**config.mk**
```make
export PLATFORM = sky130hd
export DESIGN_NAME = muldiv_seq
export DESIGN_NICKNAME = d
export VERILOG_FILES = /design/src/rtl/muldiv_seq.sv
export SDC_FILE = /design/constraint.sdc
export NUM_CORES = 1
export LEC_CHECK = 0
export CAP_MARGIN = 20
export CORE_MARGIN = 2
export CORE_UTILIZATION = 32
export DETAILED_ROUTE_END_ITERATION = 7
export PLACE_DENSITY_LB_ADDON = 0.2
export SLEW_MARGIN = 10
export SYNTH_ARGS = -nofsm -noshare
export SYNTH_HDL_FRONTEND = slang
export SYNTH_SLANG_ARGS = --single-unit
```
**constraint.sdc**
```tcl
create_clock -name Clk -period 4.4 [get_ports Clk]
set_input_delay 0.88 -clock Clk [delete_from_list [all_inputs] [get_ports Clk]]
set_output_delay 0.88 -clock Clk [all_outputs]
set_load 0.01 [all_outputs]
```
**src/rtl/muldiv_seq.sv**
```systemverilog
// Iterative multiply/divide engine for the HI/LO registers: shift-add multiply
// and restoring divide, one bit per cycle, signed or unsigned per operation.
module muldiv_seq #(
    parameter int WIDTH = 32
) (
    input  logic             Clk,
    input  logic             Reset,
    input  logic             start,
    input  logic [1:0]       op,
    input  logic [WIDTH-1:0] a,
    input  logic [WIDTH-1:0] b,
    output logic             busy,
    output logic             done,
    output logic [WIDTH-1:0] hi,
    output logic [WIDTH-1:0] lo,
    output logic             div_zero
);

    localparam int CNT_W = $clog2(WIDTH + 1);

    typedef enum logic [1:0] {IDLE, CALC, FIX} state_t;

    state_t             state_q, state_d;
    logic               isDiv_q, isDiv_d;
    logic               negQuo_q, negQuo_d;
    logic               negRem_q, negRem_d;
    logic [WIDTH-1:0]   magM_q, magM_d;
    logic [2*WIDTH-1:0] acc_q, acc_d;
    logic [CNT_W-1:0]   cnt_q, cnt_d;
    logic [WIDTH-1:0]   hi_q, hi_d;
    logic [WIDTH-1:0]   lo_q, lo_d;
    logic               divZero_q, divZero_d;
    logic               done_q, done_d;

    logic               signA, signB;
    logic [WIDTH-1:0]   absA, absB;
    logic [WIDTH:0]     mulSum;
    logic [WIDTH:0]     divShift;
    logic               divFits;
    logic [WIDTH-1:0]   divRem;
    logic [2*WIDTH-1:0] prodFix;

    // op[0] set means unsigned, so sign bits only count for the signed ops
    assign signA = ~op[0] & a[WIDTH-1];
    assign signB = ~op[0] & b[WIDTH-1];
    assign absA  = signA ? -a : a;
    assign absB  = signB ? -b : b;

    // Multiply keeps {partial product, remaining multiplier bits} in acc_q;
    // divide keeps {partial remainder, dividend bits becoming quotient bits}.
    assign mulSum   = {1'b0, acc_q[2*WIDTH-1:WIDTH]} + (acc_q[0] ? {1'b0, magM_q} : '0);
    assign divShift = {acc_q[2*WIDTH-1:WIDTH], acc_q[WIDTH-1]};
    assign divFits  = divShift >= {1'b0, magM_q};
    assign divRem   = WIDTH'(divShift - {1'b0, magM_q});
    assign prodFix  = negQuo_q ? -acc_q : acc_q;

    always_ff @(posedge Clk) begin
        if (Reset) begin
            state_q   <= IDLE;
            isDiv_q   <= 1'b0;
            negQuo_q  <= 1'b0;
            negRem_q  <= 1'b0;
            magM_q    <= '0;
            acc_q     <= '0;
            cnt_q     <= '0;
            hi_q      <= '0;
            lo_q      <= '0;
            divZero_q <= 1'b0;
            done_q    <= 1'b0;
        end else begin
            state_q   <= state_d;
            isDiv_q   <= isDiv_d;
            negQuo_q  <= negQuo_d;
            negRem_q  <= negRem_d;
            magM_q    <= magM_d;
            acc_q     <= acc_d;
            cnt_q     <= cnt_d;
            hi_q      <= hi_d;
            lo_q      <= lo_d;
            divZero_q <= divZero_d;
            done_q    <= done_d;
        end
    end

    always_comb begin
        state_d   = state_q;
        isDiv_d   = isDiv_q;
        negQuo_d  = negQuo_q;
        negRem_d  = negRem_q;
        magM_d    = magM_q;
        acc_d     = acc_q;
        cnt_d     = cnt_q;
        hi_d      = hi_q;
        lo_d      = lo_q;
        divZero_d = divZero_q;
        done_d    = 1'b0;

        case (state_q)
            IDLE: begin
                if (start) begin
                    isDiv_d  = op[1];
                    negQuo_d = signA ^ signB;
                    negRem_d = signA;
                    cnt_d    = '0;
                    if (op[1] && (b == '0)) begin
                        // Divide by zero answers straight away so done follows the start edge
                        hi_d      = a;
                        lo_d      = '1;
                        divZero_d = 1'b1;
                        done_d    = 1'b1;
                    end else if (op[1]) begin
                        acc_d   = {{WIDTH{1'b0}}, absA};
                        magM_d  = absB;
                        state_d = CALC;
                    end else begin
                        acc_d   = {{WIDTH{1'b0}}, absB};
                        magM_d  = absA;
                        state_d = CALC;
                    end
                end
            end
            CALC: begin
                if (isDiv_q) begin
                    acc_d = divFits ? {divRem, acc_q[WIDTH-2:0], 1'b1}
                                    : {divShift[WIDTH-1:0], acc_q[WIDTH-2:0], 1'b0};
                end else begin
                    acc_d = {mulSum, acc_q[WIDTH-1:1]};
                end
                cnt_d = cnt_q + CNT_W'(1);
                if (cnt_q == CNT_W'(WIDTH - 1)) begin
                    state_d = FIX;
                end
            end
            FIX: begin
                if (isDiv_q) begin
                    lo_d = negQuo_q ? -acc_q[WIDTH-1:0] : acc_q[WIDTH-1:0];
                    hi_d = negRem_q ? -acc_q[2*WIDTH-1:WIDTH] : acc_q[2*WIDTH-1:WIDTH];
                end else begin
                    hi_d = prodFix[2*WIDTH-1:WIDTH];
                    lo_d = prodFix[WIDTH-1:0];
                end
                divZero_d = 1'b0;
                done_d    = 1'b1;
                state_d   = IDLE;
            end
            default: begin
                state_d = IDLE;
            end
        endcase
    end

    assign busy     = (state_q != IDLE);
    assign done     = done_q;
    assign hi       = hi_q;
    assign lo       = lo_q;
    assign div_zero = divZero_q;

endmodule

```
==> Word level (Yosys, flattened, before mapping) <==
Cells that the tools add are included.
Widths: inputs -> output; s select.
{ "classes": {"n_eq_ne": 7, "mux": 33, "reduce_logical": 12, "addsub": 8, "n_bitwise": 5, "magnitude_cmp": 1} }
{ "ops": {"columns": ["operator", "count"], "rows": [
  ["$mux 32", 13],
  ["$mux 64", 5],
  ["$neg 32->32", 4],
  ["$pmux 32 s2", 2],
  ["$pmux 64 s2", 1],
  ["$neg 64->64", 1],
  ["$add 32x32->33", 1],
  ["$ge 33x32->1", 1],
  ["$logic_not 32->1", 1],
  ["$sub 32x32->32", 1],
  ["$pmux 6 s2", 1],
  ["$reduce_and 3->1", 4],
  ["$ne 2x2->1 const B", 4],
  ["$add 6x1->6 const B", 1],
  ["$eq 6x5->1 const B", 1],
  ["$mux 2", 3],
  ["$mux 6", 1],
  ["$reduce_bool 2->1", 3],
  ["$mux 1", 4],
  ["$pmux 1 s2", 2],
  ["$pmux 2 s2", 1],
  ["$reduce_and 2->1", 2],
  ["$and 1x1->1", 2],
  ["$eq 2x1->1 const B", 1],
  ["other kinds (5)", 6]
]} }
{ "word_totals": {"input_bits": 69, "reg_bits": 173, "elab_cells": 77} }

==> Logic depth before layout (Yosys ltp) <==
{ "logic_depth": {"ltp_word": 7, "depth_mapped": 14, "mapped_depth_nobuf": 13} }

==> Worst setup path after synthesis <==
Ideal clock, no wire load.
{ "synth_path": {"path_type": "input to register", "startpoint": "input port a[13]", "endpoint": "register acc_q[29]", "setup_ns": 0.086, "path_slack_ns": 1.146, "t_arrival_ns": 3.168, "path_stages": 10, "required_ns": 4.314, "path_cell_list": "or4_1 > or3_1 > clkbuf_1 > or3_1 > o41ai_1 > xnor2_1 > nand2_1 > o21ai_1 > a21oi_1 > a211oi_1"} }
{ "synth_via": {"elab_chain_cells": 6} }
{ "synth_lines": {"columns": ["element", "line", "source"], "rows": [
  ["start: declaration", "10", "input logic [WIDTH-1:0] a,"],
  ["$neg 32->32", "46", "assign absA = signA ? -a : a;"],
  ["$mux 32", "46", null],
  ["$mux 32", "111", "end else if (op[1]) begin"],
  ["$mux 64", "105", "if (op[1] && (b == '0)) begin"],
  ["$mux 64", "100", "if (start) begin"],
  ["$pmux 64 s2", "98", "case (state_q)"],
  ["end signal: assignment", "64", "acc_q <= '0;"],
  ["end signal: assignment", "76", "acc_q <= acc_d;"],
  ["end: declaration", "28", "logic [2*WIDTH-1:0] acc_q, acc_d;"]
]} }
No other way between the ends. The select of a mux whose other input is x is not followed.
A chain may end at the register's enable or synchronous reset.

==> Worst setup path in the final report <==
{ "layout_path": {"startpoint": "register acc_q[0]", "endpoint": "register acc_q[63]"} }
{ "layout_via": {"elab_chain_cells": 4} }
{ "layout_lines": {"columns": ["element", "line", "source"], "rows": [
  ["$mux 32", "51", "assign mulSum = {1'b0, acc_q[2*WIDTH-1:WIDTH]} + (acc_q[0] ? {1'b0, magM_q} : '0);"],
  ["$add 32x32->33", "51", null],
  ["$mux 64", "123", "if (isDiv_q) begin"],
  ["$pmux 64 s2", "98", null]
]} }
No other way between the ends.

==> impl_metrics.yaml <==
timing:
  relSlewSlack_pct: 35.87
  fmax_mhz: 245.0
  period_share_pct: 92.76
  min_period_ns: 4.082
  slew_viol_final: 0
  hold_violations: 0
  rsz0062_at_grt: "false"
  clock_skew_ns: 0.01223
  setup_tns_ns: 0
  fin_hold_ws_ns: 0.4584
  worst_slew_pin_slew_ns: 0.9583
  setup_viol: 0
global_routing:
  grt_pass1_vias: 14370
  grt.total_usage_pct: 25.51
  antenna_found_initial: 0
  grt_max_degree: 82
  grt_pass1_wl_mm: 90.47
  grt_overflow: 0
finish:
  antennaDiodeCount: 0
  fin_nets: 2245
  drive_gt1_share_pct: 6.138
  seq_area_sq_um: 3467
  multi_input_area_sq_um: 10360
  syn_to_final_growth_pct: 18.61
  final_core_util_pct: 38.25
  final_design_area_no_fill_sq_um: 17280
  fillers: 4766
  finalNonFillerCells: 2718
die:
  die_area_sq_um: 47260
  core_sq_um: 45190
  io-pin-count: 136
  start_util_pct: 32.25
  die_width_um: 217.4
  die_y_um: 217.4
  fp-row-count: 78
detailed_routing:
  wirelength_mm: 61.28
  highest_layer: "met4"
  wire_per_inst_um: 22.55
  wl_met1_mm: 27.73
  drtAntennaViolNets: 0
  drt-pass1-iter-count: 6
  drt_iter0_markers: 1616
  wl_met3_mm: 4.528
  drc: 0
  vias: 15640
  viasPerCell: 5.753
  route.met2.wl_mm: 27.14
clock_network:
  h-tree-depth: 4
  cts-root-buf: "clkbuf_16"
  clk_latency_ns: 0.46
  path_clk_slew_ns: 0.07
  cts_resized: 0
  cts_hold_buf: 0
  cts_setup_buffers: 0
  numCtsBuffers: 17
  clockBufferDepth: 2
  tritoncts: "done"
  cts.sinks: 173
worst_setup_path:
  worstSetupStartpoint: "acc_q[0]"
  timing.rr.start: "acc_q[0]"
  crit_buf_inv: 3
  path_max_fanout: 7
  r2r_cells: 15
  end_kind: "flop"
  worstPathArrival_ns: 4.46
  worstPathCellList: "and2_1 > ha_1 > inv_1 > fa_1 > nand2b_1 > a21oi_1 > a2111oi_0 > buf_4 > o41ai_2 > a31oi_1 > o31ai_1 > buf_4 > nor3b_1 > o41ai_1 > a22oi_1"
  cp.required_ns: 4.78
  path_common_cell: "buf_4"
  critPathSlowestCell: "o41ai_2"
  path_class: "reg -> reg"
  ff2ff_setup_slack_ns: 0.32
  reg2reg_to: "acc_q[63]"
  startpoint_type: "flop"
  slowest_delay_ns: 0.53
  cp_top_family: "compound AO/OA/AOI/OAI gates"
placed_design:
  hpwl_mm: 48.22
  placedCellCount: 2686
  gp_congestion: 0.9736
  io_buffer_count: 135
  place_area_sq_um: 16680
min_path:
  holdPathStages: 2
  holdCritStartpoint: "magM_q[21]"
  hold_class: "reg -> reg"
  min_to: "magM_q[21]"
synth:
  ys_seq_area_share_pct: 23.77
  synth_area_leaders: "dfxtp_1, nand2_1, a21oi_1, ha_1, nor2_1"
  synth_area_per_cell_sq_um: 7.207
  synth_edf_count: 0
  synth_common_cells: "nand2_1, nor2_1, a21oi_1"
  synth.most_common_cell: "nand2_1"
  synthFlopType: "dfxtp_1"
  yosys_warnings: 0
  ys_async_sr_fraction_pct: 0
  ys_ff_latch: 173
  synth_top_area_share_pct: 23.77
  synthCells: 2022
  yosysTopAreaCell: "dfxtp_1"
  syn-num-nets: 2162
  syn_area_sq_um: 14570
  synth_cell_type_count: 79
power_and_ir_drop:
  powerDensity_nw_per_um2: 282.7
  p_leak_nw: 6.529
  vdd_drop_max_mv: 0.2787
run:
  maxCapViolCount: 0
outcome:
  status: "complete, no violations"
==> metrics by stage <==
| stage | worst slack [ns] | total power [mW] |
|---|---|---|
| 2_1_floorplan | 1.146 | 2.744 |
| 3_3_place_gp | 0.3461 | 3.290 |
| 3_5_place_dp | 0.3651 | 3.289 |
| 4_1_cts | 0.4187 | 4.888 |
| 5_1_grt | 0.1509 | 5.111 |
| 6_report | 0.3185 | 4.885 |
==> worst min-delay path: stages, from the launching register on <==
cell and delay, ns:
dfxtp_1 0.31, nand2_1 0.05, a21oi_1 0.05
==> per-layer routing <==
metal,vias to the layer above,GRT usage [%]
met5,-,0
met4,0,9.018
met3,95,4.193
met2,572,40.02
met1,7472,35.18
li1,7498,-
==> cell families after synthesis <==
family | count (synthesis) | share of synthesized area, %
xor+xnor | 169 | 10.16
buf+inv | 202 | 5.461
simple gates | 748 | 23.59
fa+ha+maj | 71 | 6.199
mux | 33 | 2.267
flops | 173 | 23.77
compound gates | 626 | 28.57
==> how the worst max path moves through the flow <==
stage | endpoint | slack (ns) | cells after the start
2_1_floorplan | acc_q[29] | 1.15 | 10
4_1_cts | acc_q[63] | 0.42 | 15
6_report | acc_q[63] | 0.32 | 15
3_5_place_dp | acc_q[14] | 0.37 | 9
3_3_place_gp | acc_q[29] | 0.35 | 10
5_1_grt | acc_q[63] | 0.15 | 14
==> registers in the layout (all words and copies together), names as in the netlist <==
signal / cells
done: 1
magM_q: 32
state_q: 2
acc_q: 64
negRem_q: 1
hi: 32
cnt_q: 6
lo: 32
negQuo_q: 1
div_zero: 1
isDiv_q: 1
==> final cells by class <==
class	instances	share of cell area, %
clock buffer	20	2.765
sequential	173	20.06
timing repair buffer	202	10.76
clock inverter	12	0.7167
inverter	64	1.390
multi-input combinational	1647	59.97
tap	600	4.343
==> layout by cell type (no fill, tap or decap), drive strengths merged, types with 15 or more instances in the layout <==
master,n
nand3,24
nor3,68
nand2b,20
xnor2,80
ha,69
a221oi,20
clkdlybuf4s50,133
clkbuf,20
dfxtp,173
nand4,17
o41ai,21
a21o,19
a311oi,38
mux2i,33
xor2,89
buf,69
inv,68
nand2,283
a21oi,177
or4,15
o211ai,49
nor2b,25
or3,17
a211oi,51
nor2,211
o21ai,122
o31ai,31
a31oi,16
==> power breakdown <==
group	leakage [nW]	internal (mW)	switching [mW]
clock	0.300	0.859	0.737
sequential	1.41	1.63	0.107
combinational	4.82	0.554	0.999
total	6.53	3.04	1.84
No activity file was read; power rests on OpenSTA's default activity.
